==> config.mk <==
export PLATFORM = sky130hd
export DESIGN_NAME = fetch_controller
export DESIGN_NICKNAME = d
export VERILOG_FILES = /design/src/rtl/fetch_controller.sv
export SDC_FILE = /design/constraint.sdc
export NUM_CORES = 1
export LEC_CHECK = 0
export CAP_MARGIN = 5
export CORE_AREA = 2 2 128 130
export DETAILED_ROUTE_END_ITERATION = 16
export DIE_AREA = 0 0 130 132
export DONT_BUFFER_PORTS = 1
export GPL_TIMING_DRIVEN = 0
export PLACE_DENSITY_LB_ADDON = 0.3
export REMOVE_ABC_BUFFERS = 1
export SYNTH_ARGS = -nofsm -noshare
export SYNTH_HDL_FRONTEND = slang
export SYNTH_SLANG_ARGS = --single-unit
==> constraint.sdc <==
create_clock -name clk -period 3.25 [get_ports clk]
set_clock_uncertainty 0.1 [all_clocks]
set_input_delay 0.325 -clock clk [delete_from_list [all_inputs] [get_ports clk]]
set_output_delay 0.325 -clock clk [all_outputs]
set_load 0.05 [all_outputs]
==> src/rtl/fetch_controller.sv <==
// Instruction fetch controller: loads program bytes, then runs the IF stage.
// Owns the PC, the IF/ID register and the fetch counter.
module fetch_controller #(
    parameter int unsigned MEM_BYTES = 128,
    parameter logic [63:0] RESET_PC  = 64'h0,
    parameter logic [31:0] NOP_INST  = 32'h00000013
) (
    input  logic        clk,
    input  logic        reset,
    input  logic        Load_Valid,
    input  logic [6:0]  Load_Addr,
    input  logic [7:0]  Load_Data,
    input  logic        Load_Done,
    output logic        Load_Ready,
    output logic        Mem_Wr_En,
    output logic [6:0]  Mem_Wr_Addr,
    output logic [7:0]  Mem_Wr_Data,
    output logic [63:0] Inst_Address,
    input  logic [31:0] Instruction,
    input  logic        Stall,
    input  logic        Branch_Taken,
    input  logic [63:0] Branch_Target,
    output logic [63:0] IF_ID_PC,
    output logic [31:0] IF_ID_Instruction,
    output logic        IF_ID_Valid,
    output logic        Halted,
    output logic [31:0] Fetch_Count
);

    typedef enum logic [1:0] {
        LOAD = 2'd0,
        RUN  = 2'd1,
        HALT = 2'd2
    } state_t;

    state_t      state_q, state_d;
    logic [63:0] pc_q, pc_d;
    logic [63:0] if_pc_q, if_pc_d;
    logic [31:0] if_inst_q, if_inst_d;
    logic        if_valid_q, if_valid_d;
    logic        halted_q, halted_d;
    logic        load_ready_q, load_ready_d;
    logic [31:0] fetch_cnt_q, fetch_cnt_d;

    logic        addr_in_range;
    logic [64:0] pc_last_byte;
    logic        pc_past_end;
    logic        halt_fetch;
    logic [63:0] branch_pc;
    logic [1:0]  unused_target_lsb;

    assign addr_in_range = ({25'b0, Load_Addr} < MEM_BYTES);

    // 65-bit sum so a PC near the top of the space cannot wrap below the limit
    assign pc_last_byte = {1'b0, pc_q} + 65'd3;
    assign pc_past_end  = (pc_last_byte >= 65'(MEM_BYTES));
    assign halt_fetch   = pc_past_end || (Instruction == 32'h0);

    assign branch_pc         = {Branch_Target[63:2], 2'b00};
    assign unused_target_lsb = Branch_Target[1:0];

    assign Mem_Wr_En   = (state_q == LOAD) && Load_Valid && addr_in_range;
    assign Mem_Wr_Addr = Load_Addr;
    assign Mem_Wr_Data = Load_Data;

    assign Load_Ready        = load_ready_q;
    assign Inst_Address      = pc_q;
    assign IF_ID_PC          = if_pc_q;
    assign IF_ID_Instruction = if_inst_q;
    assign IF_ID_Valid       = if_valid_q;
    assign Halted            = halted_q;
    assign Fetch_Count       = fetch_cnt_q;

    always_comb begin
        state_d      = state_q;
        pc_d         = pc_q;
        if_pc_d      = if_pc_q;
        if_inst_d    = if_inst_q;
        if_valid_d   = if_valid_q;
        halted_d     = halted_q;
        load_ready_d = load_ready_q;
        fetch_cnt_d  = fetch_cnt_q;

        unique case (state_q)
            LOAD: begin
                if (Load_Done) begin
                    state_d      = RUN;
                    pc_d         = RESET_PC;
                    load_ready_d = 1'b0;
                end
            end
            RUN: begin
                if (Branch_Taken) begin
                    pc_d       = branch_pc;
                    if_inst_d  = NOP_INST;
                    if_valid_d = 1'b0;
                end else if (!Stall) begin
                    if (halt_fetch) begin
                        state_d    = HALT;
                        halted_d   = 1'b1;
                        if_inst_d  = NOP_INST;
                        if_valid_d = 1'b0;
                    end else begin
                        pc_d       = pc_q + 64'd4;
                        if_pc_d    = pc_q;
                        if_inst_d  = Instruction;
                        if_valid_d = 1'b1;
                        if (fetch_cnt_q != 32'hFFFF_FFFF) begin
                            fetch_cnt_d = fetch_cnt_q + 32'd1;
                        end
                    end
                end
            end
            HALT: begin
                state_d = HALT;
            end
            default: begin
                state_d = LOAD;
            end
        endcase
    end

    always_ff @(posedge clk or negedge reset) begin
        if (!reset) begin
            state_q      <= LOAD;
            pc_q         <= RESET_PC;
            if_pc_q      <= 64'h0;
            if_inst_q    <= NOP_INST;
            if_valid_q   <= 1'b0;
            halted_q     <= 1'b0;
            load_ready_q <= 1'b1;
            fetch_cnt_q  <= 32'h0;
        end else begin
            state_q      <= state_d;
            pc_q         <= pc_d;
            if_pc_q      <= if_pc_d;
            if_inst_q    <= if_inst_d;
            if_valid_q   <= if_valid_d;
            halted_q     <= halted_d;
            load_ready_q <= load_ready_d;
            fetch_cnt_q  <= fetch_cnt_d;
        end
    end

endmodule

==> run metrics, run 1 <==
I/O pin count=328; Fin. Hold Viols=between 150 and 200; crit path to=Fetch_Count[16]$_DFFE_PN0P_; Peak Freq=313 MHz; worst relative slew slack=25.0%; Ys Warns=0; via density per instance=6.38; Setup CP Type=reg2reg; largest cells by area after synthesis=dfrtp_1 55%, a22o_1 6.4%, and2_1 4.6%; WL final=about 25000 um; initial antenna violation count=0; sequential power share=57.4%; most frequent cells in the layout=134 x dfrtp_1, 74 x nand2_1, 73 x dlygate4sd3_1; Combinational Power Share=between 10% and 20%; P&R area growth vs syn=19.3%; final setup violation count=0; RR Endpoint=Fetch_Count[16]$_DFFE_PN0P_; Clk pwr share=between 20% and 30%; cells on worst reg2reg path=7; Max FO, Critical Path=7; DRC errors left=0; NetSw=around 0.0036 W; vias in the first global route=between 6000 and 7000; DRT Pass-1 Iters=5; global-route wire length before repair=a little under 40000 um; routability cong.=a little under 0.9; CTS tree=built; Max-Cap Viols=0; CTS HTree Levels=4; TritonCTS Sinks=around 190; vias=between 6000 and 7000; FF+latch count, synth=around 190; cell internal pwr=about 0.0046 W; CP required=approximately 3500 ps; largest net degree at the start of global routing=between 150 and 200; share of the synthesized area in the top cell type=54.6%; origin of the critical flop-to-flop path=Inst_Address[24]$_DFFE_PN0P_; Seq/Total Area, Yosys=55.8%; worst-case clock buffer depth=2; max-slew violations=0; Mapped Cells=just over 800; Final HPWL DP=~16000 um; most common cell after layout, fill and taps aside=dfrtp_1; gr usage total=between 20% and 30%; Syn Std Cell Area=approximately 8700 sq um; worst slew pin tran=~1100 ps; largest area contributor in the netlist=dfrtp_1; reg2reg setup slack=50 ps; CTS root buffer=clkbuf_16; DR iter-0 viols=between 500 and 600; area post-placement=slightly below 9000 sq um; number of distinct library cells after synthesis=56; Final TNS setup=0 ps; maximum vdd drop=687 uV; failing checks=negative hold slack; layout cells sized above 1=between 10% and 20%; Tot Pwr=between 0.008 and 0.009 W; chip height=~130 um; Hold Crit Class=in2async; switching share of power=between 40 and 50%; Layout Nets=978; total gr overflow=0; post-layout util=about two thirds; Reg clk slew, reported paths=about 70 ps; worst skew pair latency=approximately 430 ps; Pleak=about 4.5 nW; post-route ant nets=0; Cell Pwr Density=about 800 nW/um^2; WHS=-514 ps; # port buffers=0; Critical Path Start=Inst_Address[24]$_DFFE_PN0P_; Post-CTS Hold Buffers=73; WL/cell=23.4 um; Post-synth EDFFs=0; Tmin final=around 3200 ps; synthesized area per cell=between 10 and 15 sq um; starting density of the core=between 50% and 60%; Antenna diodes=0; final critical-path share of the clock period=between 90% and 100%; Die ar.=between 15000 and 20000 sq um; CTS buffer count=17; Synth async-reset ratio=100%; CP arrival=between 3000 and 4000 ps; row cnt=46; Post-synth top flop=dfrtp_1; design area=10300 sq um; number of fill cells in the layout=approximately 1100; status=finished with violations; startpoint types=flip-flop; Core ar.=between 15000 and 20000 sq um; Die X=~130 um; Worst setup EP type=flip-flop
[final cells by class]
| cell class | count | area, sq um | share of cell area [%] |
|---|---|---|---|
| flip-flops and latches | 193 | 4920 | 47.6 |
| clock buffers | 17 | 425 | 4.12 |
| multi-input cells | 549 | 3630 | 35.1 |
| inverters | 7 | 26.3 | 0.254 |
| well taps | 216 | 270 | 2.62 |
| repair buffers | 89 | 885 | 8.56 |
| clock inverters | 15 | 179 | 1.73 |
[stage by stage]
step	worst slack (ps)	instances
3_3_place_gp	-3080	962
6_report	54.6	1086
4_1_cts	-41.0	1082
3_5_place_dp	-847	967
5_1_grt	-23.6	1086
2_1_floorplan	-1570	746
[metal layers]
metal  wire (um)  GRT usage (%)  up-vias
met4         665           10.9        0
met3        3020           12.7       57
li1            -              -     3046
met5           0              0        -
met2       12300           47.2      421
met1        9490           35.2     3408
[synth_stat cells, drive strengths merged (6+ instances only)]
cell type / count
mux2i: 10
xor2: 10
nor2: 28
and3: 11
a22o: 63
o21ai: 27
inv: 6
buf: 23
xnor2: 21
a211oi: 7
nand3: 44
clkbuf: 42
nor4: 31
nor3: 23
nor2b: 8
nand2: 75
dfrtp: 189
mux2: 7
and2: 65
or4: 7
nand4: 44
o211ai: 6
[power by group through the flow]
stage	logic [W]	clock network (W)	registers, W
after global placement	0.00108	0	0.00461
after detailed placement	0.00115	0	0.00463
after global routing	0.00152	0.00228	0.00479
after floorplan	0.000888	0	0.00438
final	0.00139	0.00212	0.00473
after CTS	0.00129	0.00215	0.00464
[flip-flops by register name (all words and copies together), names as in the netlist]
name               cells
Fetch_Count           32
Halted                 1
IF_ID_Instruction     32
IF_ID_PC              62
IF_ID_Valid            1
Inst_Address          62
Load_Ready             1
state_q                2
[how the worst min path moves through the flow]
stage / from / to / slack (ps) / cells past startpoint
floorplan: reset / Fetch_Count[0]$_DFFE_PN0P_ / -70 / 0
global placement: reset / IF_ID_PC[63]$_DFFE_PN0P_ / -70 / 0
detailed placement: reset / IF_ID_PC[63]$_DFFE_PN0P_ / -70 / 0
CTS: reset / IF_ID_PC[63]$_DFFE_PN0P_ / -530 / 0
global route: reset / IF_ID_PC[63]$_DFFE_PN0P_ / -540 / 0
finish: reset / IF_ID_PC[63]$_DFFE_PN0P_ / -510 / 0
[kinds of logic after synthesis]
kind of cell | synth area share, %
fa+ha+maj | 0.578
buf+inv | 4.13
flops | 55.8
other cells | 0.0433
mux | 2.07
xor+xnor | 3.22
compound gates | 12.2
simple gates | 21.9
[critical path, stage by stage, from the launching register on]
cell and delay (ps):
dfrtp_4 590, nor4_4 330, nand4_1 150, or4_4 620, or4_4 590, buf_6 170
or3_1 380, xnor2_1 130
[timing repair]
| action | 4_1_cts | 5_1_grt |
|---|---|---|
| gates resized for setup | 44 | 40 |
| pin swaps | 3 | 7 |
| endpoints found under the setup margin | 159 | 66 |
| endpoints found under the hold margin | 266 | 193 |
| gates cloned | 3 | 0 |
| setup buffers | 7 | 4 |
Note: power is estimated with default switching activity, not from simulation.
==> inputs of run 2 (changes only) <==
RECOVER_POWER = 25   (was not set)
==> results of run 2 <==
The final DEF is identical to that of run 1; final timing and power are the same.
